<file path="src/rtl/rom_dtack_sequencer.sv">
// ROM DTACK sequencer for a 68000 bus.
// Generates DTACK for ROM accesses after a configurable number of wait
// states. Also provides a bus-error watchdog that drives BERR when an access
// stays unacknowledged for too long.
// Both bus lines are open-drive style: a level plus a drive enable.
module rom_dtack_sequencer #(
    parameter int TIMEOUT = 128,
    parameter int CNT_W   = 8
) (
    input  logic       clk,
    input  logic       rst_n,
    input  logic       as_n_i,
    input  logic       rom_ce_n_i,
    input  logic [2:0] wait_cfg_i,
    input  logic       ext_dtack_n_i,
    input  logic       vpa_n_i,
    output logic       dtack_o,
    output logic       dtack_oe_o,
    output logic       berr_o,
    output logic       berr_oe_o,
    output logic       busy_o
);

    localparam logic [CNT_W-1:0] WD_LIMIT = CNT_W'(TIMEOUT);
    localparam logic [CNT_W-1:0] WD_ONE   = {{(CNT_W-1){1'b0}}, 1'b1};
    localparam logic [CNT_W-1:0] WD_ZERO  = {CNT_W{1'b0}};

    typedef enum logic [1:0] {
        S_IDLE    = 2'd0,
        S_WAIT    = 2'd1,
        S_ASSERT  = 2'd2,
        S_RELEASE = 2'd3
    } dtack_state_e;

    typedef enum logic [1:0] {
        B_IDLE    = 2'd0,
        B_ASSERT  = 2'd1,
        B_RELEASE = 2'd2
    } berr_state_e;

    dtack_state_e     dstate_q, dstate_d;
    berr_state_e      bstate_q, bstate_d;
    logic [2:0]       wait_cnt_q, wait_cnt_d;
    logic [CNT_W-1:0] wd_q, wd_d;
    logic             ack_s;
    logic             wd_hit_s;
    logic             dtack_q, dtack_d;
    logic             dtack_oe_q, dtack_oe_d;
    logic             berr_q, berr_d;
    logic             berr_oe_q, berr_oe_d;
    logic             busy_q, busy_d;

    assign dtack_o    = dtack_q;
    assign dtack_oe_o = dtack_oe_q;
    assign berr_o     = berr_q;
    assign berr_oe_o  = berr_oe_q;
    assign busy_o     = busy_q;

    // DTACK FSM next state and wait-state counter (config captured only in IDLE)
    always_comb begin
        dstate_d   = dstate_q;
        wait_cnt_d = wait_cnt_q;
        case (dstate_q)
            S_IDLE: begin
                if (!rom_ce_n_i) begin
                    wait_cnt_d = wait_cfg_i;
                    if (wait_cfg_i == 3'd0) begin
                        dstate_d = S_ASSERT;
                    end else begin
                        dstate_d = S_WAIT;
                    end
                end else begin
                    dstate_d = S_IDLE;
                end
            end
            S_WAIT: begin
                if (rom_ce_n_i) begin
                    // Aborted access: CPU dropped the chip enable before DTACK
                    dstate_d   = S_IDLE;
                    wait_cnt_d = 3'd0;
                end else begin
                    wait_cnt_d = wait_cnt_q - 3'd1;
                    // A zero count here is treated like 1 so a corrupted counter cannot stall
                    if (wait_cnt_q <= 3'd1) begin
                        dstate_d = S_ASSERT;
                    end else begin
                        dstate_d = S_WAIT;
                    end
                end
            end
            S_ASSERT: begin
                if (rom_ce_n_i) begin
                    dstate_d = S_RELEASE;
                end else begin
                    dstate_d = S_ASSERT;
                end
            end
            S_RELEASE: begin
                dstate_d = S_IDLE;
            end
            default: begin
                dstate_d   = S_IDLE;
                wait_cnt_d = 3'd0;
            end
        endcase
    end

    // Watchdog: clears when AS is high, counts unacknowledged cycles, saturates at the limit
    always_comb begin
        // Entering ASSERT counts as an acknowledge so DTACK wins a same-edge race
        ack_s = (~ext_dtack_n_i) | (~vpa_n_i) |
                (dstate_q == S_ASSERT) | (dstate_d == S_ASSERT);
        if (as_n_i) begin
            wd_d = WD_ZERO;
        end else if (!ack_s && (wd_q < WD_LIMIT)) begin
            wd_d = wd_q + WD_ONE;
        end else begin
            wd_d = wd_q;
        end
        wd_hit_s = (wd_d == WD_LIMIT) && (wd_q != WD_LIMIT);
    end

    // BERR FSM next state and its registered drive values
    always_comb begin
        bstate_d = bstate_q;
        case (bstate_q)
            B_IDLE: begin
                if (wd_hit_s) begin
                    bstate_d = B_ASSERT;
                end else begin
                    bstate_d = B_IDLE;
                end
            end
            B_ASSERT: begin
                if (as_n_i) begin
                    bstate_d = B_RELEASE;
                end else begin
                    bstate_d = B_ASSERT;
                end
            end
            B_RELEASE: begin
                bstate_d = B_IDLE;
            end
            default: begin
                bstate_d = B_IDLE;
            end
        endcase

        case (bstate_d)
            B_ASSERT: begin
                berr_oe_d = 1'b1;
                berr_d    = 1'b0;
            end
            B_RELEASE: begin
                berr_oe_d = 1'b1;
                berr_d    = 1'b1;
            end
            default: begin
                berr_oe_d = 1'b0;
                berr_d    = 1'b1;
            end
        endcase
    end

    // DTACK drive values: low while held in ASSERT, one high-drive cycle on release
    always_comb begin
        dtack_oe_d = 1'b0;
        dtack_d    = 1'b1;
        busy_d     = (dstate_d != S_IDLE);
        if (dstate_q == S_ASSERT) begin
            if (rom_ce_n_i) begin
                dtack_oe_d = 1'b1;
                dtack_d    = 1'b1;
            end else if (bstate_d == B_IDLE) begin
                dtack_oe_d = 1'b1;
                dtack_d    = 1'b0;
            end else begin
                // A bus error is in progress: never pull DTACK low alongside BERR
                dtack_oe_d = 1'b0;
                dtack_d    = 1'b1;
            end
        end else begin
            dtack_oe_d = 1'b0;
            dtack_d    = 1'b1;
        end
    end

    // State, counters and registered outputs; reset releases both lines at once
    always_ff @(posedge clk or negedge rst_n) begin
        if (!rst_n) begin
            dstate_q   <= S_IDLE;
            bstate_q   <= B_IDLE;
            wait_cnt_q <= 3'd0;
            wd_q       <= WD_ZERO;
            dtack_q    <= 1'b1;
            dtack_oe_q <= 1'b0;
            berr_q     <= 1'b1;
            berr_oe_q  <= 1'b0;
            busy_q     <= 1'b0;
        end else begin
            dstate_q   <= dstate_d;
            bstate_q   <= bstate_d;
            wait_cnt_q <= wait_cnt_d;
            wd_q       <= wd_d;
            dtack_q    <= dtack_d;
            dtack_oe_q <= dtack_oe_d;
            berr_q     <= berr_d;
            berr_oe_q  <= berr_oe_d;
            busy_q     <= busy_d;
        end
    end

endmodule
</file>
<file path="config.mk">
export PLATFORM = sky130hd
export DESIGN_NAME = rom_dtack_sequencer
export DESIGN_NICKNAME = d
export VERILOG_FILES = /design/src/rtl/rom_dtack_sequencer.sv
export SDC_FILE = /design/constraint.sdc
export NUM_CORES = 1
export LEC_CHECK = 0
export BUFFER_PORTS_ARGS = -buffer_cell sky130_fd_sc_hd__buf_2
export CORE_MARGIN = 2
export CORE_UTILIZATION = 60
export DETAILED_ROUTE_END_ITERATION = 6
export GPL_TIMING_DRIVEN = 0
export MAX_ROUTING_LAYER = met4
export PLACE_DENSITY = 0.89
export SLEW_MARGIN = 20
export SYNTH_ARGS = -nofsm -noshare
export SYNTH_HDL_FRONTEND = slang
export SYNTH_SLANG_ARGS = --single-unit
export TNS_END_PERCENT = 10
</file>
<file path="constraint.sdc">
create_clock -name clk -period 3.68 [get_ports clk]
set_input_delay 0.552 -clock clk [delete_from_list [all_inputs] [get_ports clk]]
set_output_delay 0.552 -clock clk [all_outputs]
set_load 0.005 [all_outputs]
</file>
==> summary.md <==
| Metric | Value |
|---|---|
| Achievable frequency | 384 MHz |
| Crit Path Max Fanout | 4 |
| Crit path DAT | 2.84 ns |
| Max clock buf depth | 2 |
| Tcrit/Tclk final | 70.9% |
| Ys Warns | 0 |
| Status | finished clean |
| Final Util | 73.1% |
| Via count | 909 |
| Seq/Total Area, Yosys | 43.0% |
| Max Slew Vio Count | 0 |
| Crit path buf inv count | 1 |
| Max-Cap Viols | 0 |
| Synthesized Nets | roughly 140 |
| Worst path max stage delay | ~0.44 ns |
| Post-CTS setup buffers | 0 |
| Crit path cell chain | inv_1, ha_1, or4b_1, o311a_1, a21oi_1, nor4_2, a31oi_1, ha_1, or3b_2 |
| #FFs+latches synth | 20 |
| Largest net degree at the start of global routing | 21 |
| GRT Residual Overflow | 0 |
| Hold-fix buffers, CTS | 0 |
| Worst Setup Start Kind | register |
| First-pass GRT wire length | 3770 um |
| Post_cts resized | 0 |
| Worst slew margin relative to its limit | 69.7% |
| RSZ-0062 raised after global routing | no |
| H-tree depth | 1 |
| Cells after Synth | 123 |
| Detailed Route WL | 2310 um |
| CTS buffer count | 3 |
| Most common flop cell mapped by yosys | dfrtp_1 |
| Antenna Nets Post-Route | 0 |
| Routability cong. | 0.872 |
| Remaining DRCs | 0 |
| Initial core utilization | between 60% and 70% |
| Initial antenna violation count | 0 |
| Avg Cell Area, Syn | 9.51 um2 |
| VDD IR-drop max | 0.000275 V |
| Critical Setup Path Class | reg -> reg |
| Post-synth EDFFs | 0 |
| Die W | approximately 48 um |
| Core Region | 0.00178 mm2 |
| Fin. Hold Viols | 0 |
| Fraction of layout cells with a size suffix above 1 | 19.3% |
| CTS tree | yes |
| Skew final | 0.00253 ns |
| Top Ports | 14 |
| Min cycle time layout | 2.61 ns |
| Wire per inst | 14.0 um |
| PortBufs | 13 |
| Async set-reset flop share out of synthesis | 100% |
| DP HPWL | approximately 1800 um |
| Nets | 156 |
| Distinct cells, synth | about 40 |
| Root Buffer | clkbuf_4 |
| CTS Sinks | 20 |
| Crit. End Element | register |
| P_leak | 0.000610 uW |
| Final setup fails | 0 |
| Req. time, crit path | 3.91 ns |
| Cell row count | 15 |
| Area of the mapped netlist | 0.00117 mm2 |
| DR vias/cell | 5.51 |
| Die Y | 48.2 um |
| Setup TNS | 0 ns |
| Clock insertion delay at the later pin of the skew report | 0.30 ns |
| CP delay by family, top | simple AND/OR/NAND/NOR gates |
| Layout overhead on the synthesized area | 11.3% |
| Ant. Diodes | 0 |
| CP max stage cell | or3b_2 |
| Vias in the first global route | 869 |
| Crit path top cell by count | ha_1 |
| Slew @ Worst Pin | 0.454 ns |
| DR iter-0 viols | 24 |
| Fin Hold WS | around 0.18 ns |
| Die Area | 0.00232 mm2 |
| Hold Path Class | in -> async |
| 1st-pass router iterations | 4 |
| CTS clock-pin slew for the worst setup and hold paths | 0.12 ns |
| PwrDens | 476 mW/mm2 |
| GRT Overall Usage | 24.3% |
==> worst paths after layout <==
kind                                           startpoint                   endpoint  slack, ns  cells after the start
worst max register to register          wd_q[0]$_DFF_PN0_          dtack_o$_DFF_PN1_       1.07                      9
worst min-delay path                                rst_n  wait_cnt_q[2]$_DFFE_PN0P_       0.18                      1
worst max-delay path                    wd_q[0]$_DFF_PN0_          dtack_o$_DFF_PN1_       1.07                      9
worst min register to register  wait_cnt_q[0]$_DFFE_PN0P_  wait_cnt_q[0]$_DFFE_PN0P_       0.54                      1
min in group clk                wait_cnt_q[0]$_DFFE_PN0P_  wait_cnt_q[0]$_DFFE_PN0P_       0.54                      1
max in group asynchronous                           rst_n          dtack_o$_DFF_PN1_       3.16                      1
==> area by class of cell <==
type | instances | area, um2
buffer | 4 | 25.0
clock buffer | 4 | 36.3
fill | 138 | 480
inverter | 10 | 37.5
multi-input combinational | 89 | 604
sequential | 20 | 503
tap | 25 | 31.3
timing repair buffer | 13 | 65.1
==> where the power goes <==
part,internal [uW],switching (uW)
clock network,60.3,68.7
logic,89.4,117
registers,257,26.5
==> flip-flops by register name, summed over array words and instances (netlist names) <==
name and flops:
dstate_q 2, berr_oe_o 1, bstate_q 2, busy_o 1
dtack_oe_o 1, dtack_o 1, berr_o 1, wd_q 8
wait_cnt_q 3
==> placed cells by master, fill, tap and decap left out, types with 2 or more instances in the layout <==
master,count
dfstp_2,2
inv_1,10
buf_2,15
nand2b_1,4
dfrtp_1,18
ha_1,6
clkbuf_4,3
nor2_1,17
o21bai_1,2
nand2_1,7
a21oi_1,5
xnor2_1,5
nor4_1,3
mux2i_1,3
nor3_1,4
o31ai_1,3
o21ai_0,7
==> cells by family after synthesis <==
kind of cell	after synthesis	synth area share [%]
adders and majority gates	6	6.42
xor gates and xnor gates	6	4.49
DFF	20	43.0
buffers and inverters	14	5.35
AOI/OAI and AO/OA	25	14.0
and+or+nand+nor	49	24.2
muxes	3	2.57
==> Yosys cell counts, drive strengths merged, types with 2 or more instances <==
cell type  number  area (um2)
nor4b           2        32.5
o21ai           7        35.0
inv            10        37.5
nand2b          4        25.0
nor4            4        31.3
a21oi           5        25.0
o31ai           3        22.5
buf             3        21.3
mux2i           3        30.0
nand2           7        26.3
o21bai          2        15.0
dfstp           2        52.6
nor3            4        20.0
nand3           2        15.0
dfrtp          18         450
nor2           17        63.8
xnor2           5        43.8
ha              6        75.1
==> per-stage QoR <==
step                      std cells  power, uW  area [um2]  worst slack (ns)
final                           165        619        1300              1.07
after global routing            165        668        1300             0.967
after CTS                       165        624        1300              1.07
after detailed placement        161        496        1270             0.939
after global placement          161        480        1270              1.01
after floorplan                 123        436        1170              1.30
==> per-layer routing <==
metal | vias to the layer above | global-route usage [%] | wire length, um
met4 | 0 | 6.49 | 15
met5 | - | - | 0
met3 | 2 | 3.33 | 64
li1 | 464 | - | -
met1 | 428 | 30.1 | 1030
met2 | 15 | 41.3 | 1200
Note: power is estimated with default switching activity, not from simulation.
